===== config.mk =====
export PLATFORM = sky130hd
export DESIGN_NAME = nibble_serial_add_ctrl_flat
export DESIGN_NICKNAME = d
export VERILOG_FILES = /design/src/rtl/nibble_serial_add_ctrl_pkg.sv /design/src/rtl/nibble_serial_add_ctrl_if.sv /design/src/rtl/nibble_serial_add_ctrl_adder.sv /design/src/rtl/nibble_serial_add_ctrl.sv /design/src/flat_wrapper.sv
export SDC_FILE = /design/constraint.sdc
export NUM_CORES = 1
export LEC_CHECK = 0
export ABC_AREA = 1
export CORE_MARGIN = 10
export CORE_UTILIZATION = 40
export DETAILED_ROUTE_END_ITERATION = 7
export GPL_TIMING_DRIVEN = 1
export HOLD_SLACK_MARGIN = 0.03
export PLACE_DENSITY = 0.75
export SKIP_LAST_GASP = 1
export SYNTH_ARGS = -nofsm -noshare
export SYNTH_HDL_FRONTEND = slang
export SYNTH_SLANG_ARGS = --single-unit

===== constraint.sdc =====
create_clock -name clk -period 2.85 [get_ports clk]
set_input_delay 0.855 -clock clk [delete_from_list [all_inputs] [get_ports clk]]
set_output_delay 0.855 -clock clk [all_outputs]
set_load 0.01 [all_outputs]

===== src/rtl/nibble_serial_add_ctrl_pkg.sv =====
// Shared definitions for the nibble-serial add/sub sequencer.
package nibble_serial_add_ctrl_pkg;
  typedef enum logic [1:0] {
    S_IDLE = 2'd0,
    S_RUN  = 2'd1,
    S_DONE = 2'd2
  } state_t;

  localparam int NIBBLES_MIN = 2;
  localparam int NIBBLES_MAX = 8;

  function automatic bit nibbles_ok(input int n);
    return (n >= NIBBLES_MIN) && (n <= NIBBLES_MAX);
  endfunction
endpackage


===== src/rtl/nibble_serial_add_ctrl_if.sv =====
// Operand/result handshake bundle between the register file side and the sequencer.
interface nibble_serial_add_ctrl_if #(parameter int NIBBLES = 4);
  localparam int W = 4 * NIBBLES;

  logic         start;
  logic         op_sub;
  logic [W-1:0] a;
  logic [W-1:0] b;
  logic         cin;
  logic         busy;
  logic         done;
  logic [W-1:0] sum;
  logic         cout;
  logic         ovf;

  modport master (output start, op_sub, a, b, cin, input busy, done, sum, cout, ovf);
  modport slave  (input start, op_sub, a, b, cin, output busy, done, sum, cout, ovf);
endinterface


===== src/rtl/nibble_serial_add_ctrl_adder.sv =====
// 4-bit structural ripple-carry adder shared by the nibble sequencer.
module four_bit_ripple_str (
  input  logic [3:0] a,
  input  logic [3:0] b,
  input  logic       cin,
  output logic [3:0] sum,
  output logic       cout
);
  logic [4:0] c;

  assign c[0] = cin;

  for (genvar i = 0; i < 4; i++) begin : g_fa
    assign sum[i]   = a[i] ^ b[i] ^ c[i];
    assign c[i+1]   = (a[i] & b[i]) | (c[i] & (a[i] ^ b[i]));
  end

  assign cout = c[4];
endmodule


===== src/rtl/nibble_serial_add_ctrl.sv =====
// Runs one 4-bit ripple adder over NIBBLES slices, LSB first, carry held between slices.
module nibble_serial_add_ctrl
  import nibble_serial_add_ctrl_pkg::*;
#(
  parameter int NIBBLES = 4
) (
  input  logic clk,
  input  logic rst_n,
  nibble_serial_add_ctrl_if.slave bus
);
  localparam int W  = 4 * NIBBLES;
  localparam int IW = $clog2(NIBBLES);
  localparam logic [IW-1:0] LAST = IW'(NIBBLES - 1);

  if (!nibbles_ok(NIBBLES)) begin : g_bad_nibbles
    $error("NIBBLES must be in 2..8");
  end

  state_t        state;
  logic [IW-1:0] idx;
  logic [W-1:0]  a_q, b_q, sum_q;
  logic          carry, busy_q, done_q, cout_q, ovf_q;
  logic [3:0]    nib_a, nib_b, nib_s;
  logic          nib_c;

  assign nib_a = a_q[{idx, 2'b00} +: 4];
  assign nib_b = b_q[{idx, 2'b00} +: 4];

  four_bit_ripple_str u_add (
    .a   (nib_a),
    .b   (nib_b),
    .cin (carry),
    .sum (nib_s),
    .cout(nib_c)
  );

  always_ff @(posedge clk or negedge rst_n) begin
    if (!rst_n) begin
      state  <= S_IDLE;
      idx    <= '0;
      a_q    <= '0;
      b_q    <= '0;
      sum_q  <= '0;
      carry  <= 1'b0;
      busy_q <= 1'b0;
      done_q <= 1'b0;
      cout_q <= 1'b0;
      ovf_q  <= 1'b0;
    end else begin
      case (state)
        S_IDLE: if (bus.start) begin
          // b is inverted and carry forced to 1 so subtraction reuses the adder.
          a_q    <= bus.a;
          b_q    <= bus.op_sub ? ~bus.b : bus.b;
          carry  <= bus.op_sub | bus.cin;
          idx    <= '0;
          sum_q  <= '0;
          cout_q <= 1'b0;
          ovf_q  <= 1'b0;
          busy_q <= 1'b1;
          state  <= S_RUN;
        end
        S_RUN: begin
          sum_q[{idx, 2'b00} +: 4] <= nib_s;
          carry <= nib_c;
          if (idx == LAST) begin
            state  <= S_DONE;
            done_q <= 1'b1;
            cout_q <= nib_c;
            ovf_q  <= (a_q[W-1] == b_q[W-1]) && (nib_s[3] != a_q[W-1]);
          end else begin
            idx <= idx + IW'(1);
          end
        end
        S_DONE: begin
          done_q <= 1'b0;
          busy_q <= 1'b0;
          state  <= S_IDLE;
        end
        default: state <= S_IDLE;
      endcase
    end
  end

  assign bus.busy = busy_q;
  assign bus.done = done_q;
  assign bus.sum  = sum_q;
  assign bus.cout = cout_q;
  assign bus.ovf  = ovf_q;
endmodule


===== src/flat_wrapper.sv =====
// flat-port wrapper written by rule: the top's interface ports become plain ports
module nibble_serial_add_ctrl_flat import nibble_serial_add_ctrl_pkg::*;
#(
  parameter int NIBBLES = 4
)
  (clk, rst_n, bus_start, bus_op_sub, bus_a, bus_b, bus_cin, bus_busy, bus_done, bus_sum, bus_cout, bus_ovf);
  nibble_serial_add_ctrl_if #(.NIBBLES(NIBBLES)) bus_i ();
  input  logic clk;
  input  logic rst_n;
  input wire logic [$bits(bus_i.start)-1:0] bus_start;
  input wire logic [$bits(bus_i.op_sub)-1:0] bus_op_sub;
  input wire logic [$bits(bus_i.a)-1:0] bus_a;
  input wire logic [$bits(bus_i.b)-1:0] bus_b;
  input wire logic [$bits(bus_i.cin)-1:0] bus_cin;
  output wire logic [$bits(bus_i.busy)-1:0] bus_busy;
  output wire logic [$bits(bus_i.done)-1:0] bus_done;
  output wire logic [$bits(bus_i.sum)-1:0] bus_sum;
  output wire logic [$bits(bus_i.cout)-1:0] bus_cout;
  output wire logic [$bits(bus_i.ovf)-1:0] bus_ovf;
  assign bus_i.start = bus_start;
  assign bus_i.op_sub = bus_op_sub;
  assign bus_i.a = bus_a;
  assign bus_i.b = bus_b;
  assign bus_i.cin = bus_cin;
  assign bus_busy = bus_i.busy;
  assign bus_done = bus_i.done;
  assign bus_sum = bus_i.sum;
  assign bus_cout = bus_i.cout;
  assign bus_ovf = bus_i.ovf;
  nibble_serial_add_ctrl #(.NIBBLES(NIBBLES)) u_core (.clk(clk), .rst_n(rst_n), .bus(bus_i));
endmodule

==> reports/results.txt, run 1 <==
# rows = 31
clock sinks = 57
Netlist cell types = 21
worst hold path type = reg2reg
Wirelength per Cell = 13.2 microns
Register Area = 1430 sq um
Core Footprint = 7210 sq um
overall routed net length = 7.08 mm
H-tree depth = 3
multi-input logic area = 1330 sq um
startpoint types = flip-flop
final antenna-violating net count = 0
Synth Net Count = 412
Antenna Cells = 0
Worst R2R End = u_core.bus.sum[7]$_DFFE_PN0P_
Crit Path Class = reg2reg
GPL Wtd Cong = 0.878
Die Y = 106 microns
Root Driver = clkbuf_8
hold path endpoint = u_core.a_q[10]$_DFFE_PN0P_
relative slew slack = 0.536
Seq cells post-synth = 57
io pins = 57
compound-cell area share of the yosys netlist = 0.0287
fin crit share = 0.946
status = completed
Post-Synth Simple-Gate Area = 0.326
Initial Util = 0.411
min-delay src = u_core.a_q[10]$_DFFE_PN0P_
XOR/XNOR Fraction of Synth Area = 0.0473
Setup Viol. Count Final = 0
clk_lat worst skew = 0.34 ns
Initial DRC Count = 89
Avg Cell Area, Syn = 8.07 sq um
count of input and output buffers = 56
Tmin final = 2.70 ns
Worst Max-Slew Pin Slew = 0.696 ns
nets@finish = 477
Max Clock Freq = 371 MHz
PD cells = 1150 nW/um^2
Total GRT Usage = 0.126
initial antenna violation count = 0
Final Hold Fails = 0
dpl hpwl = 5.22 mm
drt first pass iters = 4
vias in the first global route = 2553
r2r worst-path depth = 15
adder-cell area share of the yosys netlist = 0.0439
reg-to-reg startpoint = u_core.idx[0]$_DFFE_PN0P_
Worst Path Required = 3.13 ns
Final Cell Area = 3850 sq um
Cell Area, Placed = 3610 sq um
mux contribution to synthesized area = 0
first-pass GRT wire length = 11.6 mm
YS warnings = 0
CTS tree = built
skew final = 0.00834 ns
Register-to-Register Setup Slack = 0.15 ns
P&R area growth vs syn = 30.0%
hold_buf cts = 0
largest family of logic cells by synthesized area = simple AND/OR/NAND/NOR gates
CP endpoint kind = flip-flop
clk slew on worst S/H paths = 0.06 ns
total gr overflow = 0
Clock Path Buffers = 2
Design Power = 4.44 mW
Slew Limit Fails = 0
Cell Area, Synth = 2960 sq um
DRC = 0
Seq/Total Area, Yosys = 0.482
WP data arrival = 2.97 ns
total CTS buffers = 9
VDD IR max = 0.542 mV
total number of vias = 2527
Die Area = 11200 sq um
critical path peak fanout = 6
share of cells above drive strength 1 = 0.112
routed vias/inst = 4.71
cells after synthesis = 367
largest net degree at the start of global routing = 58
Leak Pwr = 1.97 nW
Fillers = 696
Max-Cap Viols = 0
die width = 106 microns
hold depth = 2
[worst max-delay path, cell delays in order (launching register included)]
cell	delay, ns
dfrtp_2	0.46
buf_6	0.15
buf_4	0.13
nor2_1	0.09
nor2_1	0.04
o21ai_0	0.07
nand2_1	0.11
fa_1	0.40
inv_1	0.08
fa_1	0.15
inv_1	0.05
fa_1	0.56
nand2_1	0.11
nor2_2	0.11
nand2_1	0.06
nand2_1	0.06
[power breakdown]
part / internal (mW) / leakage (nW) / total, mW / switching [mW]
logic: 0.956 / 1.15 / 2.28 / 1.32
clock network: 0.420 / 0.102 / 0.746 / 0.326
registers: 1.16 / 0.725 / 1.41 / 0.254
total: 2.54 / 1.97 / 4.44 / 1.90
[logic make-up (layout without fill, tap and decap cells)]
family,after synthesis,after routing
AO/OA/AOI/OAI,14,14
AND/OR/NAND/NOR,231,231
buffers and inverters,41,111
adder cells (fa/ha/maj),8,8
XOR/XNOR,16,16
flip-flops,57,57
[cell usage after synthesis, drive strengths merged]
cell type,count,area (sq um)
dfrtp,57,1430
xor2,16,140
buf,17,124
ha,4,50.1
inv,24,90.1
nand3,36,203
nand4,3,18.8
fa,4,80.1
nor3,3,15.0
nand2,171,644
o21ai,8,40.0
nor2,18,85.1
o211ai,6,45.0
[flip-flops by register name, summed over array words and instances, names as in the netlist]
register and cells:
u_core.a_q 16, u_core.b_q 16, u_core.bus.busy 1, u_core.bus.cout 1
u_core.bus.done 1, u_core.bus.ovf 1, u_core.bus.sum 16, u_core.carry 1
u_core.idx 2, u_core.state 2
[routing by layer]
layer	vias to the layer above	share of wire	track usage
li1	1269	-	-
met1	1189	0.44	0.146
met2	57	0.48	0.204
met3	12	0.058	0.0411
met4	0	0.018	0.0677
met5	-	0	0
[worst max path at each step]
stage                                         start  slack, ns                            end
final                     u_core.idx[0]$_DFFE_PN0P_       0.15  u_core.bus.sum[7]$_DFFE_PN0P_
after global routing      u_core.idx[0]$_DFFE_PN0P_      -0.02  u_core.bus.sum[7]$_DFFE_PN0P_
after CTS                 u_core.idx[0]$_DFFE_PN0P_       0.09  u_core.bus.sum[7]$_DFFE_PN0P_
after detailed placement  u_core.idx[0]$_DFFE_PN0P_       0.09  u_core.bus.sum[7]$_DFFE_PN0P_
after global placement    u_core.idx[0]$_DFFE_PN0P_       0.16  u_core.bus.sum[7]$_DFFE_PN0P_
after floorplan           u_core.idx[0]$_DFFE_PN0P_       0.04  u_core.bus.sum[7]$_DFFE_PN0P_
[metrics by stage]
stage	hold slack [ns]	utilization	worst slack [ns]	setup TNS (ns)	std cells
after global routing	0.497	0.534	-0.0195	-0.0195	536
after floorplan	0.444	-	0.0382	0	367
final	0.478	0.534	0.154	0	536
after global placement	0.466	0.501	0.159	0	516
after detailed placement	0.469	0.501	0.0936	0	516
after CTS	0.486	0.528	0.0906	0	532
[final cells by class]
class	instances	area share
repair buffers	71	0.178
inverters	24	0.0240
well taps	99	0.0322
clock buffers	10	0.0357
multi-input cells	269	0.344
flip-flops and latches	57	0.371
clock inverters	6	0.0149
[repair_timing]
item,4_1_cts,5_1_grt
setup buffers,0,4
gates resized for setup,0,7
endpoints found under the setup margin,0,5
[cells in the final DEF, fill, tap and decap left out, drive strengths merged]
cell,instances
xor2,16
nand4,3
ha,4
buf,16
o211ai,6
clkdlybuf4s50,55
dfrtp,57
clkinvlp,1
bufinv,1
clkbuf,10
nand2,171
inv,24
nor2,18
o21ai,8
clkinv,4
nand3,36
nor3,3
fa,4
Note: power is estimated with default switching activity, not from simulation.
==> run 2, diff against run 1 <==
- PLACE_DENSITY: 0.75 -> 0.72
- clock period: 2.85 -> 2.7 ns (I/O delays scaled with it)
==> run 2 against run 1 <==
Net effect:
- global-route usage is 0.26 points higher
- wire length fell by 2.0%
- sequential power rose by 7%
- first-iteration DRC count down 2.2%
- fmax grew 3.4%
- clock skew down 0.0010 ns
- total power up 8.6%
- cell area up 1.6%
- die area unchanged
- register-to-register slack got worse by 0.06 ns
- flip-flop and latch count unchanged
- critical path type unchanged
- critical endpoint unchanged
- largest power group unchanged
- highest routed layer unchanged
==> reports/results.txt, run 2 (same netlist as run 1, synthesis figures left out) <==
critical path peak fanout = 7 (+1)
Crit Path Class = reg2reg
VDD IR max = 0.576 mV (+6.3%)
share of cells above drive strength 1 = 0.131 (+0.0189)
total number of vias = 2510 (-0.67%)
clock sinks = 57 (unchanged)
routed vias/inst = 4.70 (-0.30%)
Worst Path Required = 2.95 ns (-0.18 ns)
total CTS buffers = 9 (unchanged)
CP endpoint kind = flip-flop
Wirelength per Cell = 13.0 microns (-1.7%)
Initial Util = 0.411 (unchanged)
Worst R2R End = u_core.bus.sum[7]$_DFFE_PN0P_
count of input and output buffers = 56 (unchanged)
vias in the first global route = 2557 (+0.16%)
Slew Limit Fails = 0 (unchanged)
status = completed
Final Hold Fails = 0 (unchanged)
Max Clock Freq = 384 MHz (+3.4%)
clk_lat worst skew = 0.35 ns (about the same)
Tmin final = 2.61 ns (-0.0891 ns)
overall routed net length = 6.94 mm (-2.0%)
die width = 106 microns (unchanged)
Fillers = 694 (-0.29%)
Register-to-Register Setup Slack = 0.09 ns (-0.06 ns)
Total GRT Usage = 0.129 (+0.00264)
skew final = 0.00735 ns (-0.000996 ns)
Max-Cap Viols = 0 (unchanged)
drt first pass iters = 4 (unchanged)
fin crit share = 0.966 (+0.0196)
WHS = 0.259 ns (-0.219 ns)
clk slew on worst S/H paths = 0.07 ns (about the same)
Setup Viol. Count Final = 0 (unchanged)
Root Driver = clkbuf_8
Leak Pwr = 1.97 nW (+0.10%)
commonest non-fill, non-tap cells in the layout = nand2_1 (165), clkdlybuf4s50_1 (55), dfrtp_1 (55), nand3_1 (30), inv_1 (18)
r2r worst-path depth = 15 (unchanged)
met2 Usage GRT = 0.201 (-0.00309)
final antenna-violating net count = 0 (unchanged)
reg-to-reg startpoint = u_core.idx[0]$_DFFE_PN0P_
Die Y = 106 microns (unchanged)
largest net degree at the start of global routing = 56 (-3.4%)
DRC = 0 (unchanged)
Die Area = 11200 sq um (unchanged)
RSZ-0062 raised after global routing = true
Antenna Cells = 0 (unchanged)
CTS tree = built
met1 Use GR = 0.158 (+0.0120)
GRT busiest layer = met2
H-tree depth = 3 (unchanged)
total gr overflow = 0 (unchanged)
nets@finish = 475 (-0.42%)
WP data arrival = 2.85 ns (-0.12 ns)
io pins = 57 (unchanged)
Worst Max-Slew Pin Slew = 0.488 ns (-0.209 ns)
relative slew slack = 0.674 (+0.138)
GPL Wtd Cong = 0.816 (-7.0%)
final setup TNS = 0 ns (unchanged)
initial antenna violation count = 0 (unchanged)
Core Footprint = 7210 sq um (unchanged)
P&R area growth vs syn = 32.1%
first-pass GRT wire length = 11.9 mm (+2.5%)
met3 Use GR = 0.0525 (+0.0115)
most common cell after layout, fill and taps aside = nand2_1
Initial DRC Count = 87 (-2.2%)
worst hold path type = in2async
startpoint types = flip-flop
# rows = 31 (unchanged)
dpl hpwl = 5.21 mm (-0.16%)
PD cells = 1230 nW/um^2 (+6.8%)
Clock Path Buffers = 2 (unchanged)
[run 2: worst max-delay path by stage]
stage | from | endpoint | slack (ns) | cells after the start
after global routing | u_core.idx[0]$_DFFE_PN0P_ | u_core.bus.sum[11]$_DFFE_PN0P_ | -0.05 | 15
final | u_core.idx[0]$_DFFE_PN0P_ | u_core.bus.sum[7]$_DFFE_PN0P_ | 0.09 | 15
after global placement | u_core.idx[0]$_DFFE_PN0P_ | u_core.bus.sum[7]$_DFFE_PN0P_ | 0.07 | 15
after floorplan | u_core.idx[0]$_DFFE_PN0P_ | u_core.bus.ovf$_DFFE_PN0P_ | 0.008 | 18
after CTS | u_core.idx[0]$_DFFE_PN0P_ | u_core.bus.ovf$_DFFE_PN0P_ | 0.003 | 16
after detailed placement | u_core.idx[0]$_DFFE_PN0P_ | u_core.bus.ovf$_DFFE_PN0P_ | -0.002 | 16
[run 2: report_power, final]
group	internal, mW	total (mW)	leakage, nW	switching, mW
Clock	0.518	0.864	0.0995	0.346
Sequential	1.23	1.51	0.724	0.281
Combinational	1.05	2.45	1.15	1.40
Total	2.79	4.82	1.97	2.03
[run 2: layout make-up]
class / instances / area, sq um / share of cell area
sequential: 57 / 1430 / 0.365
multi-input combinational: 269 / 1360 / 0.347
timing repair buffer: 69 / 694 / 0.177
clock buffer: 11 / 131 / 0.0336
tap: 99 / 124 / 0.0317
inverter: 24 / 95.1 / 0.0243
clock inverter: 5 / 80.1 / 0.0205
[run 2: through the flow]
step	instances	total power [mW]	utilization	area, sq um	setup slack, ns
finish	534	4.82	0.542	3910	0.0930
global route	534	5.26	0.542	3910	-0.0541
CTS	533	4.72	0.534	3850	0.00251
detailed placement	517	3.84	0.505	3640	-0.00176
global placement	517	3.80	0.505	3640	0.0679
floorplan	367	3.10	-	2990	0.00751
[run 2: critical path, stage by stage, from the launching register on]
cell and delay [ns]:
dfrtp_2 0.47, clkinv_4 0.10, nand2_2 0.05, nand3_2 0.06, nand2_2 0.06, fa_2 0.35, inv_2 0.06, fa_2 0.17
inv_1 0.05, fa_2 0.33, inv_2 0.06, fa_1 0.45, nand2_1 0.13, nor2_2 0.05, nand2_1 0.06, nand2_1 0.04
[run 2: timing repair]
| item | 4_1_cts | 5_1_grt |
|---|---|---|
| pin swaps | 0 | 4 |
| setup endpoints to repair | 3 | 5 |
| hold buffers | 0 | 0 |
| setup buffers | 0 | 1 |
| gates resized for setup | 1 | 21 |
[run 2: routing by layer]
metal  share of wire  vias up
li1                -     1270
met1            0.46     1155
met2            0.46       70
met3           0.064       15
met4           0.016        0
met5               0        -
==> run 3, diff against run 2 <==
- CORE_UTILIZATION: 40 -> 52
- GPL_TIMING_DRIVEN: 1 -> 0
- PLACE_DENSITY: 0.72 -> 0.88
==> run 3 against run 2 <==
Net effect:
- the run now ends with negative setup slack left
- fmax is 7.4% lower
- total power is 6.0% higher
- clock power is 17% lower
- non-clock buffer count is 17 higher
- worst setup slack worse by 0.21 ns
- largest power group unchanged
==> reports/results.txt, run 3 (same netlist as run 1, synthesis figures left out) <==
status = finished with violations
failing checks = negative setup slack
Cell Area, Placed = 3650 sq um (+0.17%)
total CTS buffers = 9 (unchanged)
Antenna Cells = 0 (unchanged)
commonest non-fill, non-tap cells in the layout = nand2_1 (163), dfrtp_1 (57), clkdlybuf4s50_1 (54), nand3_1 (28)
CTS tree = built
clk slew on worst S/H paths = 0.07 ns (about the same)
overall routed net length = 7.79 mm (+12%)
Die Y = 95.5 microns (-10%)
clock sinks = 57 (unchanged)
crit path max-delay cell type = fa_2
Worst Path Required = 2.93 ns (-0.02 ns)
post-route core utilization = 0.728 (+0.186)
first-pass GRT wire length = 12.5 mm (+5.2%)
setup slack after layout = -0.115 ns (-0.208 ns)
Setup Viol. Count Final = 5 (+5)
Max-Cap Viols = 0 (unchanged)
most frequent CP cell = fa_2
worst hold path type = in2async
P&R area growth vs syn = 35.4%
CP endpoint kind = flip-flop
CP bufs+invs = 7 (+3)
Core Footprint = 5510 sq um (-24%)
Total GRT Usage = 0.177 (+0.0480)
Final Hold Fails = 0 (unchanged)
critical path's top delay family = adder cells
Final Cell Area = 4010 sq um (+2.5%)
skew final = 0.00946 ns (+0.00212 ns)
relative slew slack = 0.658 (-0.0158)
dpl hpwl = 5.37 mm (+3.0%)
cells along the critical path = buf_6, inv_8, buf_8, nand2_1, nand3_1, nand2_2, fa_2, inv_2, fa_2, inv_2, fa_2, inv_2, fa_2, nand2_2, inv_1, nand2_1, nand2_1
Crit Path Class = reg2reg
Slew Limit Fails = 0 (unchanged)
Tmin final = 2.82 ns (+0.208 ns)
clk_lat worst skew = 0.35 ns (about the same)
total number of vias = 2707 (+7.8%)
Leak Pwr = 2.06 nW (+4.5%)
GPL Wtd Cong = 0.867 (+6.2%)
H-tree depth = 3 (unchanged)
hold_buf cts = 0 (unchanged)
# rows = 27 (-13%)
Max Clock Freq = 355 MHz (-7.4%)
routed vias/inst = 5.17 (+9.9%)
die width = 95.5 microns (-10%)
most common cell after layout, fill and taps aside = nand2_1
final antenna-violating net count = 0 (unchanged)
Clock Path Buffers = 2 (unchanged)
io pins = 57 (unchanged)
Root Driver = clkbuf_8
fin crit share = 1.04 (+0.0771)
count of input and output buffers = 55 (-1.8%)
WP data arrival = 3.05 ns (+0.20 ns)
Die Area = 9110 sq um (-19%)
Initial Util = 0.538 (+0.127)
share of cells above drive strength 1 = 0.177 (+0.0460)
initial antenna violation count = 0 (unchanged)
CP max stage delay = 0.47 ns (about the same)
largest net degree at the start of global routing = 36 (-36%)
VDD IR max = 0.583 mV (+1.1%)
total gr overflow = 0 (unchanged)
nets@finish = 492 (+3.6%)
Initial DRC Count = 172 (+98%)
WHS = 0.430 ns (+0.171 ns)
vias in the first global route = 2730 (+6.8%)
critical path peak fanout = 7 (unchanged)
DRC = 0 (unchanged)
RSZ-0062 raised after global routing = true
startpoint types = flip-flop
PD cells = 1270 nW/um^2 (+3.5%)
drt first pass iters = 5 (+1)
Design Power = 5.11 mW (+6.0%)
Worst Max-Slew Pin Slew = 0.513 ns (+0.0254 ns)
Wirelength per Cell = 14.9 microns (+14%)
[run 3: path summary, 6_finish.rpt]
kind | startpoint | end | slack, ns | depth (start not counted)
min in group clk | u_core.a_q[4]$_DFFE_PN0P_ | u_core.a_q[4]$_DFFE_PN0P_ | 0.48 | 2
max | u_core.idx[0]$_DFFE_PN0P_ | u_core.bus.sum[11]$_DFFE_PN0P_ | -0.12 | 17
min | rst_n | u_core.bus.done$_DFFE_PN0P_ | 0.43 | 1
max in group asynchronous | rst_n | u_core.a_q[10]$_DFFE_PN0P_ | 1.70 | 2
min reg2reg | u_core.a_q[4]$_DFFE_PN0P_ | u_core.a_q[4]$_DFFE_PN0P_ | 0.48 | 2
max reg2reg | u_core.idx[0]$_DFFE_PN0P_ | u_core.bus.sum[11]$_DFFE_PN0P_ | -0.12 | 17
[run 3: report_power, final]
part | leakage [nW] | switching, mW | internal (mW)
registers | 0.727 | 0.229 | 1.22
logic | 1.24 | 1.67 | 1.26
clock network | 0.0932 | 0.340 | 0.379
[run 3: worst register-to-register path, cell delays in order (launching register included)]
cell and delay, ns:
dfrtp_1 0.39, buf_6 0.14, inv_8 0.06, buf_8 0.11, nand2_1 0.05, nand3_1 0.08
nand2_2 0.07, fa_2 0.35, inv_2 0.06, fa_2 0.18, inv_2 0.04, fa_2 0.33
inv_2 0.08, fa_2 0.47, nand2_2 0.13, inv_1 0.05, nand2_1 0.06, nand2_1 0.04
[run 3: per-layer routing]
metal	vias to the layer above	wire length, microns	track usage	share of wire
met4	0	158	0.0700	0.020
li1	1303	-	-	-
met1	1280	3160	0.207	0.41
met3	13	660	0.0542	0.085
met2	111	3810	0.297	0.49
met5	-	0	0	0
[run 3: area by class of cell]
cell class,instances,area (sq um)
plain buffers,17,173
clock buffers,13,159
clock inverters,3,15.0
fillers,413,1500
inverters,24,97.6
multi-input cells,269,1380
flip-flops and latches,57,1430
well taps,72,90.1
repair buffers,69,667
[run 3: stage by stage]
step	worst slack [ns]	instances	TNS, ns
final	-0.115	524	-0.454
after global routing	-0.224	524	-0.991
after CTS	-0.0874	518	-0.379
after detailed placement	-0.308	495	-1.52
after global placement	-0.799	494	-46.56
after floorplan	0.00751	367	0
[run 3: what timing repair did]
action | 4_1_cts | 5_1_grt
gates cloned | 0 | 0
setup buffers | 7 | 6
setup endpoints to repair | 8 | 7
pin swaps | 10 | 10
resized for setup | 23 | 9
